<file path="config.mk">
export PLATFORM = sky130hd
export DESIGN_NAME = mem_arbiter
export DESIGN_NICKNAME = d
export VERILOG_FILES = /design/src/rtl/mem_arbiter.sv
export SDC_FILE = /design/constraint.sdc
export NUM_CORES = 1
export LEC_CHECK = 0
export ABC_AREA = 0
export CORE_UTILIZATION = 37
export CTS_CLUSTER_DIAMETER = 120
export DETAILED_ROUTE_END_ITERATION = 8
export GPL_ROUTABILITY_DRIVEN = 0
export HOLD_SLACK_MARGIN = 0.08
export PLACE_DENSITY = 0.73
export SYNTH_ARGS = -nofsm -noshare
export SYNTH_HDL_FRONTEND = slang
export SYNTH_SLANG_ARGS = --single-unit
</file>
<file path="constraint.sdc">
create_clock -name clk -period 3.1 [get_ports clk]
set_input_delay 0.62 -clock clk [delete_from_list [all_inputs] [get_ports clk]]
set_output_delay 0.62 -clock clk [all_outputs]
set_load 0.005 [all_outputs]
</file>
<file path="src/rtl/mem_arbiter.sv">
// mem_arbiter: shares one single-port synchronous RAM between the CPU bus and a DMA requester.
// Optional feature macro MEM_ARB_LOCK_EN adds dma_lock for uninterrupted DMA bursts.
module mem_arbiter #(
  parameter int unsigned ADDR_W     = 16,
  parameter int unsigned DATA_W     = 8,
  parameter int unsigned RD_LAT     = 1,
  parameter int unsigned STARVE_MAX = 4
) (
  input  logic              clk,
  input  logic              n_reset,
  input  logic              cpu_req,
  input  logic              cpu_we,
  input  logic [ADDR_W-1:0] cpu_addr,
  input  logic [DATA_W-1:0] cpu_wdata,
  output logic [DATA_W-1:0] cpu_rdata,
  output logic              cpu_ack,
  input  logic              dma_req,
  input  logic              dma_we,
  input  logic [ADDR_W-1:0] dma_addr,
  input  logic [DATA_W-1:0] dma_wdata,
`ifdef MEM_ARB_LOCK_EN
  input  logic              dma_lock,
`endif
  output logic [DATA_W-1:0] dma_rdata,
  output logic              dma_ack,
  output logic              ram_we,
  output logic [ADDR_W-1:0] ram_addr,
  output logic [DATA_W-1:0] ram_din,
  input  logic [DATA_W-1:0] ram_dout,
  output logic              busy
);

  localparam int unsigned LAT_W    = 2;
  localparam int unsigned STREAK_W = 4;
  localparam logic [LAT_W-1:0]    LAT_LOAD   = LAT_W'(RD_LAT - 1);
  localparam logic [STREAK_W-1:0] STREAK_LIM = STREAK_W'(STARVE_MAX);

  localparam logic [1:0] S_IDLE   = 2'd0;
  localparam logic [1:0] S_ACCESS = 2'd1;
  localparam logic [1:0] S_LAT    = 2'd2;
  localparam logic [1:0] S_DONE   = 2'd3;

  logic [1:0]          state_q, state_d;
  logic [STREAK_W-1:0] streak_q, streak_d;
  logic                owner_dma_q, owner_dma_d;
  logic [LAT_W-1:0]    lat_cnt_q, lat_cnt_d;
  logic                ram_we_q, ram_we_d;
  logic [ADDR_W-1:0]   ram_addr_q, ram_addr_d;
  logic [DATA_W-1:0]   ram_din_q, ram_din_d;
  logic [DATA_W-1:0]   cpu_rdata_q, cpu_rdata_d;
  logic [DATA_W-1:0]   dma_rdata_q, dma_rdata_d;
  logic                cpu_ack_q, cpu_ack_d;
  logic                dma_ack_q, dma_ack_d;
  logic                busy_q, busy_d;
  logic                grant_dma_c, grant_cpu_c, lock_win_c;

  // owner_dma_q doubles as the "last grant" record used by the lock
`ifdef MEM_ARB_LOCK_EN
  assign lock_win_c = dma_lock && owner_dma_q;
`else
  assign lock_win_c = 1'b0;
`endif

  // Next-state, arbitration and registered-output logic
  always_comb begin
    state_d     = state_q;
    streak_d    = streak_q;
    owner_dma_d = owner_dma_q;
    lat_cnt_d   = lat_cnt_q;
    ram_we_d    = ram_we_q;
    ram_addr_d  = ram_addr_q;
    ram_din_d   = ram_din_q;
    cpu_rdata_d = cpu_rdata_q;
    dma_rdata_d = dma_rdata_q;
    cpu_ack_d   = 1'b0;
    dma_ack_d   = 1'b0;
    grant_dma_c = 1'b0;
    grant_cpu_c = 1'b0;

    case (state_q)
      S_IDLE: begin
        grant_dma_c = dma_req && (!cpu_req || (streak_q == STREAK_LIM) || lock_win_c);
        grant_cpu_c = cpu_req && !grant_dma_c;
        if (grant_dma_c) begin
          state_d     = S_ACCESS;
          owner_dma_d = 1'b1;
          ram_we_d    = dma_we;
          ram_addr_d  = dma_addr;
          ram_din_d   = dma_wdata;
          streak_d    = '0;
        end else if (grant_cpu_c) begin
          state_d     = S_ACCESS;
          owner_dma_d = 1'b0;
          ram_we_d    = cpu_we;
          ram_addr_d  = cpu_addr;
          ram_din_d   = cpu_wdata;
          if (!dma_req) streak_d = '0;
          else if (streak_q != STREAK_LIM) streak_d = streak_q + STREAK_W'(1);
        end else begin
          streak_d = '0;
        end
`ifdef MEM_ARB_LOCK_EN
        if (dma_lock) streak_d = '0;
`endif
      end
      S_ACCESS: begin
        ram_we_d = 1'b0;
        if (ram_we_q) begin
          state_d   = S_DONE;
          cpu_ack_d = !owner_dma_q;
          dma_ack_d = owner_dma_q;
        end else begin
          state_d   = S_LAT;
          lat_cnt_d = LAT_LOAD;
        end
      end
      S_LAT: begin
        if (lat_cnt_q == '0) begin
          state_d   = S_DONE;
          cpu_ack_d = !owner_dma_q;
          dma_ack_d = owner_dma_q;
          if (owner_dma_q) dma_rdata_d = ram_dout;
          else             cpu_rdata_d = ram_dout;
        end else begin
          lat_cnt_d = lat_cnt_q - LAT_W'(1);
        end
      end
      default: state_d = S_IDLE;
    endcase

    busy_d = (state_d != S_IDLE);
  end

  always_ff @(posedge clk or negedge n_reset) begin
    if (!n_reset) begin
      state_q     <= S_IDLE;
      streak_q    <= '0;
      owner_dma_q <= 1'b0;
      lat_cnt_q   <= '0;
      ram_we_q    <= 1'b0;
      ram_addr_q  <= '0;
      ram_din_q   <= '0;
      cpu_rdata_q <= '0;
      dma_rdata_q <= '0;
      cpu_ack_q   <= 1'b0;
      dma_ack_q   <= 1'b0;
      busy_q      <= 1'b0;
    end else begin
      state_q     <= state_d;
      streak_q    <= streak_d;
      owner_dma_q <= owner_dma_d;
      lat_cnt_q   <= lat_cnt_d;
      ram_we_q    <= ram_we_d;
      ram_addr_q  <= ram_addr_d;
      ram_din_q   <= ram_din_d;
      cpu_rdata_q <= cpu_rdata_d;
      dma_rdata_q <= dma_rdata_d;
      cpu_ack_q   <= cpu_ack_d;
      dma_ack_q   <= dma_ack_d;
      busy_q      <= busy_d;
    end
  end

  assign cpu_rdata = cpu_rdata_q;
  assign cpu_ack   = cpu_ack_q;
  assign dma_rdata = dma_rdata_q;
  assign dma_ack   = dma_ack_q;
  assign ram_we    = ram_we_q;
  assign ram_addr  = ram_addr_q;
  assign ram_din   = ram_din_q;
  assign busy      = busy_q;

endmodule
</file>
==> results of run 1 <==
==> critical path, stage by stage <==
cell	delay, ps
clkdlybuf4s50_1	540
buf_4	360
inv_2	270
o41ai_2	390
o2bb2ai_1	140
==> power by group through the flow <==
stage,clock [W],combinational [W],sequential [W]
after detailed placement,0,0.00158,0.00121
after global placement,0,0.00154,0.00120
after floorplan,0,0.000776,0.00121
after global routing,0.000526,0.00174,0.00123
final,0.000482,0.00157,0.00119
after CTS,0.000495,0.00158,0.00119
==> synth_stat cells (2+ instances only) <==
| cell type | n |
|---|---|
| nand2b_1 | 2 |
| buf_4 | 2 |
| dfrtp_1 | 53 |
| buf_6 | 4 |
| nand3_2 | 2 |
| buf_2 | 15 |
| nand2_1 | 28 |
| clkbuf_1 | 4 |
| inv_2 | 2 |
| nor2_1 | 2 |
| inv_1 | 7 |
| o2111ai_1 | 49 |
| mux2_1 | 17 |
| o22ai_1 | 3 |
| nand3_1 | 27 |
| ha_1 | 7 |
==> flip-flops by register name, summed over array words and instances (netlist names) <==
name	count
busy	1
ram_addr	16
dma_ack	1
dma_rdata	8
ram_we	1
ram_din	8
cpu_rdata	8
cpu_ack	1
lat_cnt_q	2
streak_q	4
owner_dma_q	1
state_q	2
==> metal layers <==
metal,track usage,vias to the layer above,share of wire
met3,0.0455,10,0.064
met2,0.312,109,0.46
li1,-,1124,-
met4,0.0537,0,0.0092
met5,0,-,0
met1,0.244,1139,0.46
==> stage by stage <==
| stage | hold slack, ps | setup WS [ps] | power, W |
|---|---|---|---|
| final | 419 | 996 | 0.00324 |
| after global routing | 489 | 917 | 0.00350 |
| after CTS | 453 | 1030 | 0.00327 |
| after detailed placement | 470 | 717 | 0.00278 |
| after global placement | 461 | 739 | 0.00274 |
| after floorplan | 324 | 1660 | 0.00198 |
==> worst min path at each step <==
| stage | depth (start not counted) | end | start | slack, ps |
|---|---|---|---|---|
| 2_1_floorplan | 0 | busy | n_reset | 320 |
| 3_3_place_gp | 2 | ram_addr[9] | ram_addr[9] | 460 |
| 3_5_place_dp | 2 | ram_din[3] | ram_din[3] | 470 |
| 4_1_cts | 2 | dma_rdata[0] | n_reset | 450 |
| 5_1_grt | 2 | dma_rdata[0] | n_reset | 490 |
| 6_report | 2 | dma_rdata[0] | n_reset | 420 |
==> layout make-up <==
type | instances | area share
inverter | 10 | 0.0103
timing repair buffer | 111 | 0.281
clock inverter | 1 | 0.00773
tap | 96 | 0.0309
sequential | 53 | 0.341
multi-input combinational | 157 | 0.307
clock buffer | 7 | 0.0222
==> kinds of logic after synthesis <==
group                      after synthesis
DFF                                     53
muxes                                   19
buffers and inverters                   35
adders and majority gates                7
AOI/OAI and AO/OA                       63
and+or+nand+nor                         68
==> cells in the final DEF, fill, tap and decap left out, types with 2 or more instances in the layout <==
cell type,count
buf_4,6
inv_2,2
nand3_1,27
mux2_1,17
clkdlybuf4s50_1,104
nor2_1,2
dfrtp_1,53
clkbuf_8,6
nand2_1,28
o2111ai_1,49
o22ai_1,3
ha_1,6
inv_1,7
nand2b_1,2
nand3_2,2
==> results.md, run 1 <==
- PwrDens: between 800 and 900 nW/µm²
- Critical R2R Launch: state_q[0]
- Switching pwr: between 0.001 and 0.0015 W
- Fin cells: 435
- Area Growth Syn to Fin: 43.6%
- Register area share after synthesis: 0.490
- Final nets: between 400 and 500
- Postcts setup bufs: 0
- Slew HR: 0.559
- Initial cell density of the core: 0.390
- Crit Reg-Reg Endpoint: streak_q[2]
- Gates resized, CTS repair: 0
- Placed Cells: 427
- Multiplexer share of the synthesized area: 0.0786
- Worst path arrival time: 2340 ps
- Core Area: 6940 µm²
- CP Class: input pin to register
- Worst Skew: approximately 8.4 ps
- Worst-case clock buffer depth: 2
- Synthesized area: around 2700 µm²
- Post-route ant nets: 0
- DR vias: 2382
- RSZ-0062 raised after global routing: no
- Cell taking the most area after synthesis: dfrtp_1
- Vias per std cell: between 5 and 6
- DRC viols: 0
- 1st-iter DRT viols: about 110
- Final Instance Area: slightly below 4000 µm²
- # setup viols final: 0
- Antenna Cells: 0
- Compound-cell area share of the yosys netlist: 0.202
- CP Capture Point: streak_q[3]
- Fill cell count: 622
- CTS Hold Bufs: 0
- Main area contributors after synthesis: dfrtp_1 49%, o2111ai_1 16%, mux2_1 7.1%
- Combinational fraction of design power: 0.483
- DRT Pass-1 Iters: 5
- Synth top area share: 0.490
- Fin Setup TNS: 0 ps
- Die Wd: about 88 µm
- Slew @ Worst Pin: around 660 ps
- #FFs+latches synth: 53
- Internal: between 0.002 and 0.0025 W
- Area occupied by multi-input gates: approximately 1200 µm²
- Min cycle time layout: ~2100 ps
- Power share of the clock group: 0.149
- Crit path launch: cpu_req
- Worst hold-check path type: input pin to async pin
- CP endpoint kind: register
- Congestion Overflow GR: 0
- IO Count: between 100 and 150
- Clk sinks: 53
- Number of enable flip-flop cells after synthesis: 0
- Fin. Hold Viols: 0
- Fin util: 0.560
- Worst R2R Setup Slack: around 1100 ps
- Ys async rst share: 1.00
- Rows: 30
- Switching Share: 0.339
- Die area: between 7000 and 8000 µm²
- Mean area per synthesized cell: 11.0 µm²
- First-pass GRT wire length: 11200 µm
- Synth unique cells: 37
- Ys Warns: 0
- Die height: approximately 88 µm
- Worst IR Drop VDD: between 0.3 and 0.4 mV
- Critical path launch point type: input pin
- All-Layer GR Usage: 0.188
- Vias in the first global route: around 2400
- Drt total wl: 6980 µm
- Placed Instance Area: between 3000 and 4000 µm²
- CP Data Required Time: about 3300 ps
- Worst Path Max Fanout: 28
- Worst-Skew Late Latency: around 300 ps
- CTS clk-pin slew, worst paths: about 100 ps
- Fraction of the mapped netlist area in simple logic gates: 0.127
- Clock root cell: clkbuf_8
- TritonCTS buffer count: 5
- Routed WL per cell: roughly 16 µm
- Htree depth: 2
- Final Slew Violations: 0
- Post-Synth Adder-Cell Area: 0.0324
- MaxCap Viol Count: 0
- CTS tree: built
- Syn nets: ~310
- Sequential share of power: 0.368
- Largest family of logic cells by synthesized area: compound AO/OA/AOI/OAI gates
- # port buffers: 105
- Share of cells above drive strength 1: 0.0737
- FF/Latch Area: approximately 1300 µm²
- Status: finished, final reports clean
- Leakage: roughly 1.6 nW
- Max Clk Rate: ~480 MHz
- Antenna violations before repair: 0
- Largest net degree at the start of global routing: 54
- Ys flop type: dfrtp_1
- Worst Reg2Reg Path Length in Cells: 6
- Syn Inst Count: 245
- Final HPWL DP: roughly 4800 µm
- Period utilisation layout: 0.679
- XOR/XNOR share of the synthesized area: 0
Note: power is estimated with default switching activity, not from simulation.
==> run 2: changes to the inputs <==
- PLACE_DENSITY: 0.73 -> 0.75
- clock period: 3.1 -> 1.9 ns (I/O delays scaled with it)
==> results.md, run 2 (same netlist as run 1, synthesis figures left out) <==
- Slowest cell on crit path: and3b_1
- Fin. Hold Viols: 0 (unchanged)
- Status: finished, final reports clean
- # setup viols final: 0 (unchanged)
- Core Area: 6940 µm² (unchanged)
- Grt peak-use layer: met2
- Fill cell count: 617 (-0.80%)
- Die Wd: 87.5 µm (unchanged)
- First-pass GRT wire length: 11500 µm (+2.5%)
- Worst hold-check path type: register to register
- Fin Setup TNS: 0 ps (unchanged)
- Final HPWL DP: 5180 µm (+7.8%)
- Area Growth Syn to Fin: 45.6%
- Largest net degree at the start of global routing: 36 (-33%)
- TritonCTS buffer count: 5 (unchanged)
- Critical path, cell by cell: inv_1 -> ha_1 -> and3b_1 -> buf_4 -> o2111ai_1 -> nand3_1
- Rows: 30 (unchanged)
- FF/Latch Area: 1330 µm² (unchanged)
- Worst Path Max Fanout: 11 (-61%)
- CP endpoint kind: register
- Worst path arrival time: 1990 ps (-350 ps)
- Slew @ Worst Pin: 466 ps (-196 ps)
- Fin util: 0.568 (+0.00793)
- Area occupied by multi-input gates: 1190 µm² (unchanged)
- DRT Pass-1 Iters: 4 (-1)
- Htree depth: 2 (unchanged)
- Post-route ant nets: 0 (unchanged)
- Max Clk Rate: approximately 570 MHz
- Antenna violations before repair: 0 (unchanged)
- WHS: 480 ps (+60.9 ps)
- Die area: 7660 µm² (unchanged)
- CP Data Required Time: 2140 ps (-1190 ps)
- # port buffers: 105 (unchanged)
- Clk sinks: 53 (unchanged)
- CTS Hold Bufs: 1 (+1)
- Worst IR Drop VDD: 0.488 mV (+57%)
- Slew HR: 0.690 (+0.131)
- Gates resized, CTS repair: 0 (unchanged)
- Die height: 87.5 µm (unchanged)
- DR vias: 2384 (+0.084%)
- Total Power: 0.00529 W (+64%)
- Final nets: 414 (+1.7%)
- Met1 Resource Use GR: 0.247 (+0.00286)
- Most frequent cells in the layout: 104 x clkdlybuf4s50_1, 53 x dfrtp_1, 49 x o2111ai_1
- Antenna Cells: 0 (unchanged)
- Vias per std cell: 5.41 (-1.3%)
- Min cycle time layout: between 1500 and 2000 ps
- CP Class: register to register
- MaxCap Viol Count: 0 (unchanged)
- Initial cell density of the core: 0.390 (unchanged)
- Worst Path Buf+Inv: 2 (-1)
- CTS tree: built
- Share of cells above drive strength 1: 0.0899 (+0.0161)
- Worst-Skew Late Latency: 300 ps (about the same)
- Commonest non-fill, non-tap cell in the layout: clkdlybuf4s50_1
- Period utilisation layout: 0.922
- RSZ-0062 raised after global routing: no
- Met3 usage: 0.0408 (-0.00474)
- Worst Skew: 6.86 ps (-1.55 ps)
- All-Layer GR Usage: 0.193 (+0.00505)
- Vias in the first global route: 2325 (-1.6%)
- Max reg flops: 16 (unchanged)
- Delay-heaviest family, CP: simple AND/OR/NAND/NOR gates
- Congestion Overflow GR: 0 (unchanged)
- Clock root cell: clkbuf_8
- 1st-iter DRT viols: 141 (+31%)
- CTS clk-pin slew, worst paths: 90 ps (about the same)
- Leakage: 1.61 nW (+2.1%)
- Worst-case clock buffer depth: 2 (unchanged)
- Critical path launch point type: register
- IO Count: 106 (unchanged)
- Met2 usage: 0.336 (+0.0241)
- Drt total wl: 7040 µm (+0.87%)
- Postcts setup bufs: 0 (unchanged)
- CP peak stage delay: 470 ps (-70 ps)
- DRC viols: 0 (unchanged)
- Routed WL per cell: 16.0 µm (-0.50%)
- PwrDens: 1340 nW/µm² (+61%)
- Final Slew Violations: 0 (unchanged)
## run 2: report_power, final
part | internal [W] | switching (W)
sequential | 0.00165 | 0.000300
combinational | 0.00144 | 0.00116
clock | 0.000383 | 0.000356
## run 2: layer usage
| metal | up-vias | wire (µm) |
|---|---|---|
| met4 | 0 | 34 |
| met5 | - | 0 |
| li1 | 1141 | - |
| met3 | 4 | 438 |
| met2 | 93 | 3460 |
| met1 | 1146 | 3110 |
## run 2: per-stage QoR
stage | area [µm²] | worst slack [ps] | cells
global route | 3940 | 44.2 | 441
floorplan | 2710 | 459 | 245
CTS | 3940 | 150 | 441
detailed placement | 3830 | 131 | 433
finish | 3940 | 149 | 441
global placement | 3830 | 186 | 433
## run 2: worst paths after layout
| kind | cells past startpoint | slack [ps] | to | startpoint |
|---|---|---|---|---|
| worst max-delay path | 6 | 150 | ram_addr[15] | streak_q[0] |
| worst min-delay path | 2 | 480 | ram_addr[4] | ram_addr[4] |
| worst max register to register | 6 | 150 | ram_addr[15] | streak_q[0] |
| worst min register to register | 2 | 480 | ram_addr[4] | ram_addr[4] |
| max in group asynchronous | 3 | 700 | ram_addr[12] | n_reset |
| min in group asynchronous | 2 | 550 | ram_din[2] | n_reset |
## run 2: area by class of cell
type	instances	area share
Timing Repair Buffer	118	0.294
Clock inverter	2	0.00889
Clock buffer	5	0.0175
Tap cell	96	0.0305
Multi-Input combinational cell	157	0.303
Inverter	10	0.0102
Sequential cell	53	0.337
## run 2: worst min-delay path, cell delays in order, from the launching register on
cell and delay, ps:
dfrtp_1 350, nand2_1 50, nand3_1 50
==> run 3: changes to the inputs <==
- CORE_UTILIZATION: 37 -> 40
- PLACE_DENSITY: 0.75 -> 0.8
==> results.md, run 3 (same netlist as run 1, synthesis figures left out) <==
- All-Layer GR Usage: 0.207 (+0.0144)
- Crit Reg-Reg Endpoint: cpu_rdata[7]
- Congestion Overflow GR: 0 (unchanged)
- Final nets: 416 (+0.48%)
- DRC viols: 18 (+18)
- Vias in the first global route: 2378 (+2.3%)
- MaxCap Viol Count: 0 (unchanged)
- Core Area: 6420 µm² (-7.5%)
- Critical path launch point type: register
- Fill cell count: 536 (-13%)
- Initial cell density of the core: 0.421 (+0.0317)
- CTS clk-pin slew, worst paths: 90 ps (about the same)
- Clk sinks: 53 (unchanged)
- # setup viols final: 0 (unchanged)
- DRT Pass-1 Iters: 6 (+2)
- CP Capture Point: cpu_rdata[7]
- CP Data Required Time: 2080 ps (-60 ps)
- Fin Setup TNS: 0 ps (unchanged)
- CP Class: register to register
- CP endpoint kind: register
- CTS tree: built
- Leakage: 1.61 nW (-0.35%)
- Routed WL per cell: 16.4 µm (+2.8%)
- Clock root cell: clkbuf_8
- IO Count: 106 (unchanged)
- Die Wd: 84.3 µm (-3.7%)
- Worst Skew: 5.22 ps (-1.64 ps)
- Max reg flops: 16 (unchanged)
- Antenna violations before repair: 0 (unchanged)
- Worst IR Drop VDD: 0.531 mV (+8.9%)
- Crit path launch: state_q[0]
- DR vias: 2397 (+0.55%)
- Fin cells: 425 (-3.6%)
- Period utilisation layout: 0.883 (-0.0386)
- Vias per std cell: 5.64 (+4.3%)
- Placed Cells: 416 (-3.9%)
- Commonest non-fill, non-tap cell in the layout: clkdlybuf4s50_1
- Final HPWL DP: 5120 µm (-1.2%)
- Max Clk Rate: 596 MHz (+4.4%)
- Worst-Skew Late Latency: 300 ps (about the same)
- # port buffers: 105 (unchanged)
- Worst-case clock buffer depth: 2 (unchanged)
- Worst path arrival time: 1860 ps (-130 ps)
- RSZ-0062 raised after global routing: no
- Worst Hold Depth: 2 (unchanged)
- TritonCTS buffer count: 5 (unchanged)
- Slew HR: 0.768 (+0.0784)
- Htree depth: 2 (unchanged)
- First-pass GRT wire length: 11800 µm (+2.7%)
- Rows: 29 (-3.3%)
- Critical R2R Launch: state_q[0]
- Final Slew Violations: 0 (unchanged)
- Die height: 84.3 µm (-3.7%)
- Worst hold-check path type: register to register
- Post-route ant nets: 0 (unchanged)
- Min cycle time layout: 1680 ps (-73.3 ps)
- Most frequent cells in the layout: 104 x clkdlybuf4s50_1, 53 x dfrtp_1, 49 x o2111ai_1
- Die area: 7100 µm² (-7.3%)
- Antenna Cells: 0 (unchanged)
- Area Growth Syn to Fin: 44.6%
- Largest net degree at the start of global routing: 54 (+50%)
- Slew @ Worst Pin: 348 ps (-118 ps)
- Postcts setup bufs: 0 (unchanged)
- Fin util: 0.609 (+0.0416)
- 1st-iter DRT viols: 140 (-0.71%)
- Worst R2R Setup Slack: 220 ps (+70 ps)
- Fin. Hold Viols: 0 (unchanged)
- Violated checks: DRC
- Status: complete, but fails checks
- Worst Reg2Reg Path Length in Cells: 4 (-2)
- PwrDens: 1330 nW/µm² (-0.96%)
- Worst Path Max Fanout: 8 (-3)
- Drt total wl: 6970 µm (-0.97%)
- Share of cells above drive strength 1: 0.0920 (+0.00210)
-- run 3: cell count changes in the layout (fill, tap and decap cells not counted) --
cell,previous run,this run
clkinvlp_4,0,1
clkinv_2,1,0
clkbuf_1,0,2
buf_4,11,13
bufinv_16,1,0
-- run 3: worst min path at each step --
stage / start / to
2_1_floorplan: n_reset / busy
3_3_place_gp: n_reset / cpu_rdata[3]
3_5_place_dp: n_reset / cpu_rdata[3]
4_1_cts: ram_addr[10] / ram_addr[10]
5_1_grt: dma_rdata[1] / dma_rdata[1]
6_report: ram_addr[10] / ram_addr[10]
-- run 3: metrics by stage --
step | worst slack (ps) | area (µm²) | hold slack [ps] | total power [W]
final | 222 | 3910 | 483 | 0.00521
after global routing | 104 | 3910 | 511 | 0.00562
after CTS | 223 | 3910 | 490 | 0.00525
after detailed placement | 148 | 3820 | 396 | 0.00463
after global placement | 169 | 3820 | 395 | 0.00452
after floorplan | 459 | 2710 | 84.4 | 0.00324
-- run 3: repair_timing --
item	in CTS	in global routing
resized for setup	0	0
endpoints found under the hold margin	53	0
hold buffers	1	0
endpoints found under the setup margin	0	0
-- run 3: area by class of cell --
class	count	area [µm²]	share of cell area
clock buffer	7	76.3	0.0195
multi-input combinational	157	1190	0.305
clock inverter	1	7.51	0.00192
inverter	10	40.0	0.0102
timing repair buffer	120	1170	0.300
tap	77	96.3	0.0246
sequential	53	1330	0.339
-- run 3: critical path, cell delays in order (launching register included) --
cell and delay, ps:
dfrtp_1 420, inv_1 110, ha_1 360, nand3_2 290
mux2_1 390
-- run 3: layer usage --
layer | track usage | vias up | routed length [µm]
met5 | 0 | - | 0
met4 | 0.0502 | 0 | 37
met3 | 0.0393 | 6 | 512
met2 | 0.355 | 105 | 3520
met1 | 0.272 | 1147 | 2900
li1 | - | 1139 | -
-- run 3: power breakdown --
group	switching, W	internal (W)	leakage [nW]
registers	0.000292	0.00165	0.651
logic	0.00118	0.00146	0.918
clock network	0.000357	0.000262	0.0385
total	0.00183	0.00338	1.61
